[src/rtl/down_timer_8bit.sv]
// Loadable down-counter timer with one-shot and auto-reload modes.
// Emits a one-cycle tc pulse on expiry, plus a sticky done flag for one-shot completion.
module down_timer_8bit #(
  parameter int WIDTH = 8
) (
  input  logic             clk,
  input  logic             reset,
  input  logic             start,
  input  logic             stop,
  input  logic             en,
  input  logic             auto_reload,
  input  logic [WIDTH-1:0] reload_val,
  output logic [WIDTH-1:0] q,
  output logic             tc,
  output logic             busy,
  output logic             done
);

  typedef enum logic [1:0] {
    IDLE = 2'd0,
    RUN  = 2'd1,
    DONE = 2'd2
  } state_t;

  localparam logic [WIDTH-1:0] ONE = {{(WIDTH-1){1'b0}}, 1'b1};

  state_t           state_q, state_d;
  logic [WIDTH-1:0] count_q, count_d;
  logic             tc_q, tc_d;
  logic             done_q, done_d;

  always_comb begin
    state_d = state_q;
    count_d = count_q;
    tc_d    = 1'b0;
    done_d  = done_q;

    if (stop) begin
      state_d = IDLE;
      done_d  = 1'b0;
    end else if (start) begin
      if (reload_val == '0) begin
        // Zero load expires at once and never enters RUN, even in auto-reload mode.
        count_d = '0;
        tc_d    = 1'b1;
        state_d = DONE;
        done_d  = 1'b1;
      end else begin
        count_d = reload_val;
        state_d = RUN;
        done_d  = 1'b0;
      end
    end else begin
      case (state_q)
        RUN: begin
          if (en) begin
            if (count_q > ONE) begin
              count_d = count_q - ONE;
            end else begin
              tc_d = 1'b1;
              if (auto_reload && (reload_val != '0)) begin
                count_d = reload_val;
              end else begin
                count_d = '0;
                state_d = DONE;
                done_d  = 1'b1;
              end
            end
          end
        end
        DONE: begin
          count_d = '0;
        end
        default: begin
          state_d = state_q;
        end
      endcase
    end
  end

  always_ff @(posedge clk or posedge reset) begin
    if (reset) begin
      state_q <= IDLE;
      count_q <= '0;
      tc_q    <= 1'b0;
      done_q  <= 1'b0;
    end else begin
      state_q <= state_d;
      count_q <= count_d;
      tc_q    <= tc_d;
      done_q  <= done_d;
    end
  end

  assign q    = count_q;
  assign tc   = tc_q;
  assign busy = (state_q == RUN);
  assign done = done_q;

endmodule

[config.mk]
export PLATFORM = sky130hd
export DESIGN_NAME = down_timer_8bit
export DESIGN_NICKNAME = d
export VERILOG_FILES = /design/src/rtl/down_timer_8bit.sv
export SDC_FILE = /design/constraint.sdc
export NUM_CORES = 1
export LEC_CHECK = 0
export BUFFER_PORTS_ARGS = -buffer_cell sky130_fd_sc_hd__buf_4
export CORE_UTILIZATION = 40
export CTS_BUF_LIST = sky130_fd_sc_hd__clkbuf_8
export DETAILED_ROUTE_END_ITERATION = 10
export SYNTH_ARGS = -nofsm -noshare
export SYNTH_HDL_FRONTEND = slang
export SYNTH_SLANG_ARGS = --single-unit
[constraint.sdc]
create_clock -name clk -period 2.66 [get_ports clk]
set_input_delay 0.266 -clock clk [delete_from_list [all_inputs] [get_ports clk]]
set_output_delay 0.266 -clock clk [all_outputs]
set_load 0.01 [all_outputs]
==> Word level (Yosys, flattened, before mapping) <==
Cells that the tools add are included.
{ "op_classes": {"n_addsub": 1, "mul": 0, "n_div": 0, "order_cmp": 1, "eq_ne": 5, "shift": 0, "mux": 25, "n_bitwise": 1, "n_reduce_logical": 8} }
{ "op_table": {"columns": ["op", "count"], "rows": [
  ["2-to-1 mux 8 bit", 5],
  ["one-hot mux 8 bit (2 select lines)", 1],
  ["2-to-1 mux 2 bit", 7],
  ["2-to-1 mux 1 bit", 12],
  ["inequality test 3 bit (second input constant)", 3],
  ["nonzero test 3 bit", 3],
  ["> comparator 8 x 1 -> 1 bit (second input constant)", 1],
  ["logical NOT 8 bit", 1],
  ["nonzero test 8 bit", 1],
  ["subtractor 8 x 1 -> 8 bit (second input constant)", 1],
  ["AND reduction 4 bit", 1],
  ["AND reduction 3 bit", 1],
  ["== test 2 x 1 -> 1 bit (second input constant)", 1],
  ["== test 2 bit (second input constant)", 1],
  ["logical AND 1 bit", 1],
  ["NOT 1 bit", 1]
]} }
{ "word_totals": {"regBits": 12, "latchBits": 0, "ramBits": 0, "romBits": 0, "in_bits": 14, "output_inout_bits": 11, "wordCells": 45, "n_memories": 0} }

==> Depth between registers and ports, before layout <==
{ "logic_depth": {"word_depth": 8, "depth_mapped": 8} }

==> Worst setup path after synthesis <==
No wires, ideal clock.
{ "synth_path": {"path_kind": "register to register", "from": "register count_q[0], in the netlist q[0]", "to": "register count_q[1], in the netlist q[1]", "setup_ns": 0.130, "arrival_time_ns": 1.689, "slack_ns": 0.840, "path_stages_with_launch": 9, "period_less_slack_ns": 1.820, "path_cell_list": "dfrtp_1 -> inv_1 -> ha_1 -> clkbuf_1 -> o2111a_1 -> buf_4 -> mux2i_1 -> a221oi_1 -> a21oi_1"} }
{ "synth_between": {"elab_chain_len": 5, "word_cells_on_any_way": 6, "classes_between": "add/sub (1); order compare (1); mux (4)"} }
{ "synth_rtl": {"columns": ["item", "line", "rtl"], "rows": [
  ["from (decl)", "28", "logic [WIDTH-1:0] count_q, count_d;"],
  ["from (signal assigned)", "89", "count_q <= count_d;"],
  ["subtractor 8 x 1 -> 8 bit or > comparator 8 x 1 -> 1 bit (tied branches)", "58, 57", null],
  ["2-to-1 mux 8 bit (*)", "57", "if (count_q > ONE) begin"],
  ["2-to-1 mux 8 bit (*)", "56", "if (en) begin"],
  ["one-hot mux 8 bit (2 select lines) (*)", "54", "case (state_q)"],
  ["2-to-1 mux 8 bit (*)", "41", "end else if (start) begin"]
]} }
Mark *: on every way between the ends. The rest lies on a longest branch, timed or not. The select of a mux whose other input is x is not followed.
A chain may end at the register's enable or synchronous reset.

==> Worst setup path after layout <==
Same ends and word-level chain as after synthesis.

==> results.yml <==
outcome:
  run_status: "completed"
global_route:
  grt_antenna_before_repair: 0
  grt_start_max_net_pins: 18
  grt_first_pass_wirelength_um: 3550
  first_global_vias: 768
  grt_overflow: 0
  grt_util_all_layers_pct: 22.5
detailed_routing:
  wl_um: 2360
  wire_per_inst_um: 15.3
  num_vias: 905
  detailedRoute.firstPassIterationCount: 4
  detailedRoute.firstIterationViolations: 41
  avgViaCountPerCell: 5.88
  route.detailed.drc: 0
  ant_nets: 0
clocking:
  cts.repair_timing.setup_buffer_count: 0
  clk-insertion-delay-late_ns: 0.24
  ctsHtreeMaxLevel: 1
  clock_path_buffers: 2
  cts_inserted_buffers: 3
  hold_buffers: 0
  cts_tree: "done"
  numClockSinks: 11
  number_of_cells_upsized_or_downsized_after_cts: 0
  clk_root_buffer_cell: "clkbuf_8"
  worst_setup_hold_path_clk_slew_ns: 0.05
yosys:
  synth.yosys.seq_area_share_pct: 32.8
  synth_ff_type: "dfrtp_1"
  synth_largest_area_cell: "dfrtp_1"
  async_reset_ff_share_pct: 100
  netlist_area_um2: 838
  synth_edf_count: 0
  synthDominantCellAreaShare_pct: 32.8
  postSynthRegisterBits: 11
  largest_cells_by_area_after_synthesis: "dfrtp_1, nand2_1, a21oi_1, a221oi_1, mux2i_1"
  synth_nets: 120
  yosysWarnings: 0
  synth.lib_cells_used.distinct: 38
  postSynthCellCount: 104
  synth.avg_cell_area_um2: 8.06
final_layout:
  final_core_utilization_pct: 54.7
  fin_nets: 144
  area_delta_synth_final_pct: 28.1
  final_layout_size_suffix_gt1_share_pct: 23.6
  antenna-diode-count: 0
  area.sequential_um2: 275
  fillers: 205
  multi_input_comb_area_um2: 517
  stdcell_area_mm2: 0.00107
timing:
  actual_slew_at_the_worst_max_slew_pin_ns: 0.584
  final_min_period_over_clock_period_pct: 73.2
  post-route-min-period_ns: 1.95
  setup_viol_count_final: 0
  worst_clock_skew_ns: 0.00112
  slew-limit-headroom_pct: 61.1
  fin_setup_tns_ns: 0
  finalMaxSlewViolations: 0
  report.final.hold_viol_count: 0
  max_freq_mhz: 514
  unrepaired_setup_endpoints_after_global_routing: "false"
power:
  power_frac_comb_pct: 38.7
  total_switching_power_uw: 240
  cell_internal_pwr_uw: 410
  cellPowerDensity_mw_per_mm2: 606
  total_leakage_power_uw: 0.000483
  seqPwrFrac_pct: 36.4
  switching_share_pct: 36.9
  design_power_total_uw: 650
  max-vdd-ir-drop_uv: 437
  p_clk_share_pct: 24.9
critical_path:
  worst_path_dominant_cell_family: "compound AO/OA/AOI/OAI gates"
  path_class: "reg2reg"
  crit-reg2reg-launch: "q[0]"
  cp.required_ns: 2.77
  end_kind: "flip-flop"
  slowest_delay_ns: 0.47
  crit_path_start: "q[0]"
  regToRegSetupSlack_ns: 0.71
  reg2regPathDepth: 6
  crit_path_cell_trace: "inv_1 -> ha_1 -> o2111a_1 -> mux2i_1 -> a221oi_1 -> a21oi_1"
  critical_path.reg2reg.endpoint: "q[1]"
  critical-path-slowest-cell: "o2111a_1"
  crit_path_start_kind: "flip-flop"
  worst-path-max-fanout: 10
  critPathBufInv: 1
  arrival_ns: 2.06
die:
  fp.dieH_um: 47.8
  dieWidth_um: 47.8
  rows: 16
  io_pins: 25
  core_area_mm2: 0.00196
  initial_standard_cell_utilization_of_the_core_pct: 42.7
  die-area_mm2: 0.00228
placement:
  dpl.hpwl_um: 1640
  post_dp_cell_area_mm2: 0.00103
  port_buffers: 24
  place.gp.congestion: 0.801
worst_hold_path:
  class_of_the_tightest_hold_or_removal_check: "in2async"
run:
  maxCapViolCount: 0
[cell type report]
type	instances	area share, %
inverters	6	2.10
well taps	27	3.15
clock buffers	3	3.85
repair buffers	24	16.8
flip-flops and latches	11	25.6
clock inverters	1	0.350
multi-input cells	82	48.1
[per-stage QoR]
stage               cells  hold WS [ns]  setup slack (ns)
floorplan             104         0.118             0.840
global placement      150         0.301             0.813
detailed placement    150         0.301             0.760
CTS                   154        0.0490             0.745
global route          154        0.0682             0.561
finish                154        0.0346             0.713
[power by group through the flow]
| stage | registers [uW] | logic, uW | clock network (uW) |
|---|---|---|---|
| 3_5_place_dp | 237 | 248 | 0 |
| 3_3_place_gp | 237 | 249 | 0 |
| 4_1_cts | 235 | 250 | 167 |
| 2_1_floorplan | 241 | 151 | 0 |
| 5_1_grt | 240 | 281 | 178 |
| 6_report | 236 | 251 | 162 |
[worst max path at each step]
stage	cells past startpoint	slack, ns	to
floorplan	8	0.84	q[1]
global route	6	0.56	q[1]
global placement	6	0.81	q[1]
CTS	6	0.74	q[1]
detailed placement	6	0.76	q[1]
finish	6	0.71	q[1]
[cells in the mapped netlist (all sizes together) (2+ instances only)]
cell and number:
nand3b 2, clkbuf 3, nand4 2, a41oi 2
o22ai 2, nor2 9, a21oi 10, dfrtp 11
a31oi 3, inv 6, nand2 13, buf 2
nor3 3, nor4 2, a221oi 4, mux2i 3
ha 2, a21o 2, o21ai 6, o31ai 2
[state kept, by name, indices dropped and copies added (netlist names)]
name and cells:
q 8, tc 1, state_q 2
[metal layers]
metal | vias up | wire length (um) | track usage (%)
met1 | 430 | 1100 | 30.9
li1 | 443 | - | -
met5 | - | 0 | 0
met3 | 4 | 131 | 6.79
met2 | 28 | 1110 | 34.9
met4 | 0 | 20 | 5.00
[cells in the final DEF, fill, tap and decap left out, types with 2 or more instances in the layout]
cell,count
a221oi_1,4
clkbuf_8,3
o22ai_1,2
nor4_1,2
o31ai_1,2
ha_1,2
nand4_1,2
dfrtp_1,11
nor3_1,3
a31oi_1,3
o21ai_1,6
a21oi_1,9
a21o_1,2
nand2_1,13
inv_1,7
buf_4,24
mux2i_1,3
a41oi_1,2
nand3b_1,2
nor2_1,8
[kinds of logic after synthesis]
| logic type | Yosys count | share of synthesized area, % |
|---|---|---|
| compound gates | 40 | 32.8 |
| simple gates | 36 | 21.2 |
| buf+inv | 11 | 5.52 |
| flops | 11 | 32.8 |
| mux | 3 | 3.58 |
| fa+ha+maj | 2 | 2.98 |
| xor+xnor | 1 | 1.04 |
No activity file was read; power rests on OpenSTA's default activity.
